`config.mk`:
```
export PLATFORM = sky130hd
export DESIGN_NAME = timer_countdown
export DESIGN_NICKNAME = d
export VERILOG_FILES = /design/src/rtl/timer_countdown.sv
export SDC_FILE = /design/constraint.sdc
export NUM_CORES = 1
export LEC_CHECK = 0
export ABC_AREA = 1
export CAP_MARGIN = 0
export CORE_MARGIN = 2
export CORE_UTILIZATION = 51
export CTS_CLUSTER_DIAMETER = 40
export DETAILED_ROUTE_END_ITERATION = 12
export GPL_TIMING_DRIVEN = 0
export PLACE_DENSITY = 0.79
export RECOVER_POWER = 100
export SLEW_MARGIN = 20
export SYNTH_ARGS = -nofsm -noshare
export SYNTH_HDL_FRONTEND = slang
export SYNTH_SLANG_ARGS = --single-unit
```
`constraint.sdc`:
```
create_clock -name clk -period 1.79 [get_ports clk]
set_clock_uncertainty 0.1 [all_clocks]
set_input_delay 0.179 -clock clk [delete_from_list [all_inputs] [get_ports clk]]
set_output_delay 0.179 -clock clk [all_outputs]
set_load 0.02 [all_outputs]
```
`src/rtl/timer_countdown.sv`:
```
// timer_countdown: BCD M:SS countdown with keypad shift-load, 1 Hz decrement and completion flags
module timer_countdown #(
  parameter int MIN_MAX = 9
) (
  input  logic       clk,
  input  logic       clearn,
  input  logic [3:0] d,
  input  logic       loadn,
  input  logic       pgt_1Hz,
  input  logic       enablen,
  output logic [3:0] sec_ones,
  output logic [3:0] sec_tens,
  output logic [3:0] min_ones,
  output logic       zero,
  output logic       done
);
  typedef enum logic [1:0] {IDLE, RUN, PAUSE} state_t;
  localparam logic [3:0] MM = 4'(MIN_MAX);
  state_t state, state_nxt;
  logic loadn_q, tick_q;
  logic ld_ev, tk_ev, ld_ok, dec, last;
  logic [3:0] so_n, st_n, mo_n;
  assign ld_ev = !loadn && loadn_q;
  assign tk_ev = pgt_1Hz && !tick_q;
  assign zero  = {min_ones, sec_tens, sec_ones} == 12'h000;
  assign ld_ok = ld_ev && state != RUN && d <= 4'd9 && sec_ones <= 4'd5 && sec_tens <= MM;
  assign dec   = state == RUN && tk_ev && !zero;
  assign last  = dec && {min_ones, sec_tens, sec_ones} == 12'h001;
  // next digit values: a load shifts left, a tick borrows through the BCD digits
  always_comb begin
    so_n = sec_ones;
    st_n = sec_tens;
    mo_n = min_ones;
    if (ld_ok) begin
      mo_n = sec_tens;
      st_n = sec_ones;
      so_n = d;
    end else if (dec) begin
      if (sec_ones != 4'd0) so_n = sec_ones - 4'd1;
      else if (sec_tens != 4'd0) begin
        so_n = 4'd9;
        st_n = sec_tens - 4'd1;
      end else begin
        so_n = 4'd9;
        st_n = 4'd5;
        mo_n = min_ones - 4'd1;
      end
    end
  end
  // next state: reaching 0:00 wins over pausing; an idle count needs a non-zero value to start
  always_comb begin
    state_nxt = state;
    case (state)
      IDLE:    state_nxt = (!enablen && !zero) ? RUN : IDLE;
      RUN:     state_nxt = (last || zero) ? IDLE : (enablen ? PAUSE : RUN);
      PAUSE:   state_nxt = enablen ? PAUSE : (zero ? IDLE : RUN);
      default: state_nxt = IDLE;
    endcase
  end
  // state, digits, edge detectors and the registered completion pulse
  always_ff @(posedge clk or negedge clearn) begin
    if (!clearn) begin
      state    <= IDLE;
      sec_ones <= 4'd0;
      sec_tens <= 4'd0;
      min_ones <= 4'd0;
      loadn_q  <= 1'b1;
      tick_q   <= 1'b1;
      done     <= 1'b0;
    end else begin
      state    <= state_nxt;
      sec_ones <= so_n;
      sec_tens <= st_n;
      min_ones <= mo_n;
      loadn_q  <= loadn;
      tick_q   <= pgt_1Hz;
      done     <= last;
    end
  end
endmodule

```
==> flow_summary.yaml, run 1 <==
status:
  outcome: "complete, no violations"
clock_network:
  cts_sinks: 17
  cts.clk_slew.worst_paths_ns: 0.10
  cts-root-buf: "clkbuf_4"
  htree_levels: 1
  insertion_delay_ns: 0.29
  clock_path_buffers: 2
  numCtsBuffers: 3
  cts_tree: "yes"
placed_design:
  portBuffers: 22
  routabilityCongestion: 0.8480
  dp_hpwl_mm: 1.916
  place_ws_ns: -0.1238
floorplanning:
  die_y_um: 52.00
  die_area_sq_um: 2703
  start_util_pct: 53.63
  die_w_um: 52.00
  io_pins: 23
  core-area_sq_um: 2191
  placementRows: 17
critical_path:
  path_buf_inv: 2
  cp.required_ns: 1.51
  cp.arrival_ns: 1.46
  path_depth: 2
  path_class: "reg -> out"
  r2r-end: "sec_tens[0]"
  cpMaxStageDelayCell: "clkdlybuf4s50_1"
  critical_path.top_delay_family: "buffers and inverters"
  cp-end-kind: "output pin"
  r2r_slack_ns: 0.12
  worstPathCellList: "buf_4, clkdlybuf4s50_1"
  crit_path_start_kind: "register"
  worstSetupStartpoint: "sec_ones[1]"
  cpPeakStageDelay_ns: 0.59
  reg2reg_depth: 10
  r2r_start: "sec_ones[2]"
  crit_path_max_fanout: 7
detailed_routing:
  via_per_inst: 4.991
  drcViolationCount: 0
  drt_iter0_drc: 24
  drtPass1Iterations: 4
  vias: 1103
  routed_wl_mm: 2.619
  avgRoutedWirePerCell_um: 11.85
  final_antenna_net_count: 0
worst_hold_path:
  hp-class: "in -> async"
logic_synthesis:
  async_flop_share_pct: 100.0
  syn_nets: 173
  yosys.area.top_type_share_pct: 31.95
  syn_area_sq_um: 1175
  synth_cell_types: 24
  avgSynthCellArea_sq_um: 7.252
  yosys.area.top_type: "dfrtp_1"
  synth_edf_count: 0
  syn_inst: 162
  netlist_top_cells_area: "dfrtp_1 (32%), nand2_1 (19%), nand3_1 (8.5%)"
  ys_seq_elements: 17
  synth-main-ff-cell: "dfrtp_1"
  ys_seq_area_share_pct: 36.42
  synth_warnings: 0
timing:
  layout_min_cycle_time_ns: 1.735
  worstMarginPinSlew_ns: 0.7694
  final-setup-viol-count: 0
  postLayoutSetupSlackWorst_ns: 0.05527
  relSlewSlack_pct: 48.54
  hold_viol_final: 0
  fin_crit_sh_pct: 96.91
  fmax_ghz: 0.5765
  slew_violations: 0
layout:
  fin_nets: 205
  areaGrowthSynthToFinish_pct: 27.90
  finalCoreUtilization_pct: 68.59
  drive_above_1_share_pct: 26.42
  antenna_cells: 0
power_and_ir_drop:
  leakagePower_nw: 0.7918
  power_density_nw_per_um2: 1545
  ir_drop_mv: 0.9247
  p_total_mw: 2.322
global_route:
  antenna_found_initial: 0
  grt_overflow: 0
  gr-usage-met2_pct: 36.29
  busiest_layer: "met2"
  grt_max_degree: 18
  grt_use_total_pct: 21.82
  grt_pass1_vias: 1035
  use_met1_pct: 27.69
  grt_pass1_wl_mm: 4.347
  gr-usage-met3_pct: 2.874
run:
  maxCapViolCount: 0
[metal layers]
layer / wire length, um / share of wire (%)
met4: 69 / 2.6
met1: 1124 / 43
met3: 114 / 4.4
met5: 0 / 0
met2: 1310 / 50
[how the worst max path moves through the flow]
stage | endpoint | slack [ns]
2_1_floorplan | state[1] | 0.16
3_3_place_gp | zero | -0.10
3_5_place_dp | zero | -0.12
4_1_cts | zero | 0.02
5_1_grt | zero | -0.04
6_report | sec_ones[1] | 0.06
[layout make-up]
cell class,count,area [sq um]
fill,191,688.2
multi-input combinational,122,631.9
sequential,17,436.7
timing repair buffer,27,259.0
inverter,19,73.82
buffer,4,38.79
tap,28,35.03
clock buffer,3,22.52
clock inverter,1,5.005
[power by group]
| group | internal, mW | switching, mW | total (mW) | leakage (nW) |
|---|---|---|---|---|
| registers | 0.524 | 0.178 | 0.702 | 0.203 |
| clock network | 0.0831 | 0.125 | 0.208 | 0.0177 |
| logic | 0.609 | 0.802 | 1.41 | 0.571 |
[what timing repair did]
action	CTS	global route
endpoints found under the setup margin	1	1
pin swaps	0	2
gates resized for setup	7	13
hold buffers	0	0
buffers inserted	1	4
[stage by stage]
step / setup TNS, ns / area, sq um / hold WS, ns / instances
3_5_place_dp: -0.1238 / 1430 / 0.3857 / 212
4_1_cts: 0 / 1464 / 0.1952 / 217
5_1_grt: -0.04298 / 1503 / 0.3348 / 221
3_3_place_gp: -0.1003 / 1430 / 0.3901 / 212
6_report: 0 / 1503 / 0.2924 / 221
2_1_floorplan: 0 / 1175 / -0.2166 / 162
[layout by cell type (no fill, tap or decap), types with 3 or more instances in the layout]
cell,n
buf_4,5
a21oi_1,4
dfrtp_1,8
dlygate4sd3_1,11
inv_2,4
buf_6,4
o21ai_0,5
nand2_1,60
clkdlybuf4s50_1,10
inv_1,14
clkbuf_4,3
nand2_4,3
nand3_2,3
nor2_2,4
nand2_2,6
dfrtp_2,7
nand3_1,20
nor2_1,5
[cells in the mapped netlist, types with 3 or more instances]
master   count
inv_1       14
nor2_1       9
o21ai_0      5
dfrtp_1     15
nand3_2      3
a21oi_1      4
nand3_1     20
inv_2        5
nand2_2      9
nand2_1     58
[flip-flops by register name, indices dropped and copies added (netlist names)]
name      count
min_ones      4
sec_ones      4
sec_tens      4
state         2
done          1
loadn_q       1
tick_q        1
[worst reg2reg max path, delay by kind of cell, from the launching register on]
family / cells / cell delay (ns)
buffers and inverters: 2 / 0.34
DFF: 1 / 0.44
and+or+nand+nor: 8 / 0.70
[kinds of logic (layout without fill, tap and decap cells)]
group	count (synthesis)	in the layout	share of synthesized area (%)
buffers and inverters	23	54	10.12
AND/OR/NAND/NOR	107	107	44.30
flip-flops	17	17	36.42
XOR/XNOR	2	2	1.491
adder cells (fa/ha/maj)	2	2	2.130
AO/OA/AOI/OAI	11	11	5.538
Power figures use the tool's default switching activity.
==> run 2: changes to the inputs <==
- CAP_MARGIN: 0 -> 20
- PLACE_DENSITY: 0.79 -> unset
- PLACE_DENSITY_LB_ADDON: unset -> 0.25
- TNS_END_PERCENT: unset -> 5
==> run 2 against run 1 <==
Sequential power is 5.1% lower. Worst setup slack better by 0.0021 ns. Final cell count fell by 0.45%. Worst hold slack better by 0.0032 ns. Via count increased by 1.2%. Global-route usage increased by 0.29 points. Core utilization decreased by 1.3 points. Die area is the same.
==> flow_summary.yaml, run 2 (synthesis results as in run 1) <==
timing:
  hold_viol_final: 0
  fin_crit_sh_pct: 96.79
  worstMarginPinSlew_ns: 0.7727
  finalSetupTns_ns: 0
  final-setup-viol-count: 0
  relSlewSlack_pct: 48.32
  slew_violations: 0
  layout_min_cycle_time_ns: 1.733
  fmax_ghz: 0.5772
layout:
  antenna_cells: 0
  drive_above_1_share_pct: 24.48
  areaGrowthSynthToFinish_pct: 25.56
  mostFrequentLayoutCells: "nand2_1 (60), nand3_1 (20), inv_1 (14), dlygate4sd3_1 (11), clkdlybuf4s50_1 (10)"
  finalCoreUtilization_pct: 67.33
  finalInstanceArea_sq_um: 1475
  top_regs: "min_ones: 4 flops, sec_ones: 4 flops, sec_tens: 4 flops"
  layout_commonest_cell: "nand2_1"
  fin_nets: 204
  fill_cells: 193
  finalNonFillerCells: 220
floorplanning:
  placementRows: 17
  die_area_sq_um: 2703
  start_util_pct: 53.63
  core-area_sq_um: 2191
  die_w_um: 52.00
  die_y_um: 52.00
  io_pins: 23
status:
  outcome: "complete, no violations"
clock_network:
  clock_path_buffers: 2
  cts.clk_slew.worst_paths_ns: 0.10
  htree_levels: 1
  cts_tree: "yes"
  insertion_delay_ns: 0.29
  numCtsBuffers: 3
  cts-root-buf: "clkbuf_4"
  hold_buffers: 0
  cts_sinks: 17
critical_path:
  crit_path_max_fanout: 6
  critical_path.top_delay_family: "buffers and inverters"
  cp-end-kind: "output pin"
  cpMaxStageDelayCell: "clkdlybuf4s50_1"
  crit_path_start_kind: "register"
  path_buf_inv: 2
  worstPathCellList: "buf_4, clkdlybuf4s50_1"
  r2r_slack_ns: 0.11
  cp.required_ns: 1.51
  cpPeakStageDelay_ns: 0.60
  path_class: "reg -> out"
  cp.arrival_ns: 1.45
global_route:
  antenna_found_initial: 0
  grt_max_degree: 18
  grt_overflow: 0
  grt_pass1_vias: 1038
  grt_pass1_wl_mm: 4.471
  grt_use_total_pct: 22.11
detailed_routing:
  top_layer: "met4"
  wirelength_met1_mm: 1.091
  wl_met2_mm: 1.381
  met3_wirelength_um: 102
  final_antenna_net_count: 0
  routed_wl_mm: 2.587
  vias: 1116
  drt_iter0_drc: 38
  drcViolationCount: 0
  drtPass1Iterations: 4
  avgRoutedWirePerCell_um: 11.76
  via_per_inst: 5.073
placed_design:
  dpl_cell_area_sq_um: 1430
  portBuffers: 22
  dp_cells: 212
  routabilityCongestion: 0.8908
  dp_hpwl_mm: 1.954
power_and_ir_drop:
  leakagePower_nw: 0.7798
  power_density_nw_per_um2: 1537
  ir_drop_mv: 0.8735
run:
  maxCapViolCount: 0
worst_hold_path:
  hp-class: "in -> async"
[run 2: power breakdown]
group          total, mW  internal, mW  switching (mW)  leakage, nW
Sequential         0.666         0.522           0.144        0.204
Combinational       1.40         0.579           0.816        0.558
Clock              0.205        0.0831           0.122       0.0177
[run 2: path summary, 6_finish.rpt]
kind / to / start / cells past startpoint
min in group clk: tick_q / pgt_1Hz / 1
max in group asynchronous: sec_tens[0] / clearn / 1
max reg2reg: min_ones[2] / sec_ones[1] / 10
max: sec_ones[2] / sec_ones[2] / 2
min: state[1] / clearn / 1
min reg2reg: min_ones[0] / min_ones[0] / 2
[run 2: through the flow]
step | power, mW | hold slack, ns | setup WS, ns
2_1_floorplan | 1.596 | -0.2166 | 0.1560
3_3_place_gp | 1.977 | 0.3880 | -0.09739
3_5_place_dp | 2.021 | 0.3859 | -0.1283
4_1_cts | 2.298 | 0.2036 | 0.03815
5_1_grt | 2.489 | 0.3345 | -0.008426
6_report | 2.267 | 0.2955 | 0.05739
[run 2: metal layers]
metal / up-vias / GRT usage (%)
met1: 520 / 28.36
met3: 2 / 2.586
li1: 569 / -
met5: - / 0
met4: 0 / 6.579
met2: 25 / 38.61
[run 2: cell type report]
cell class	count	area, sq um	area share, %
well taps	28	35.03	2.375
inverters	19	71.32	4.835
repair buffers	26	245.2	16.62
clock buffers	3	22.52	1.527
multi-input cells	122	621.8	42.15
clock inverters	1	5.005	0.3393
flip-flops and latches	17	435.4	29.52
plain buffers	4	38.79	2.629
[run 2: timing repair]
item	CTS	global route
setup endpoints to repair	1	1
hold endpoints to repair	0	0
setup buffers	3	1
resized for setup	8	5
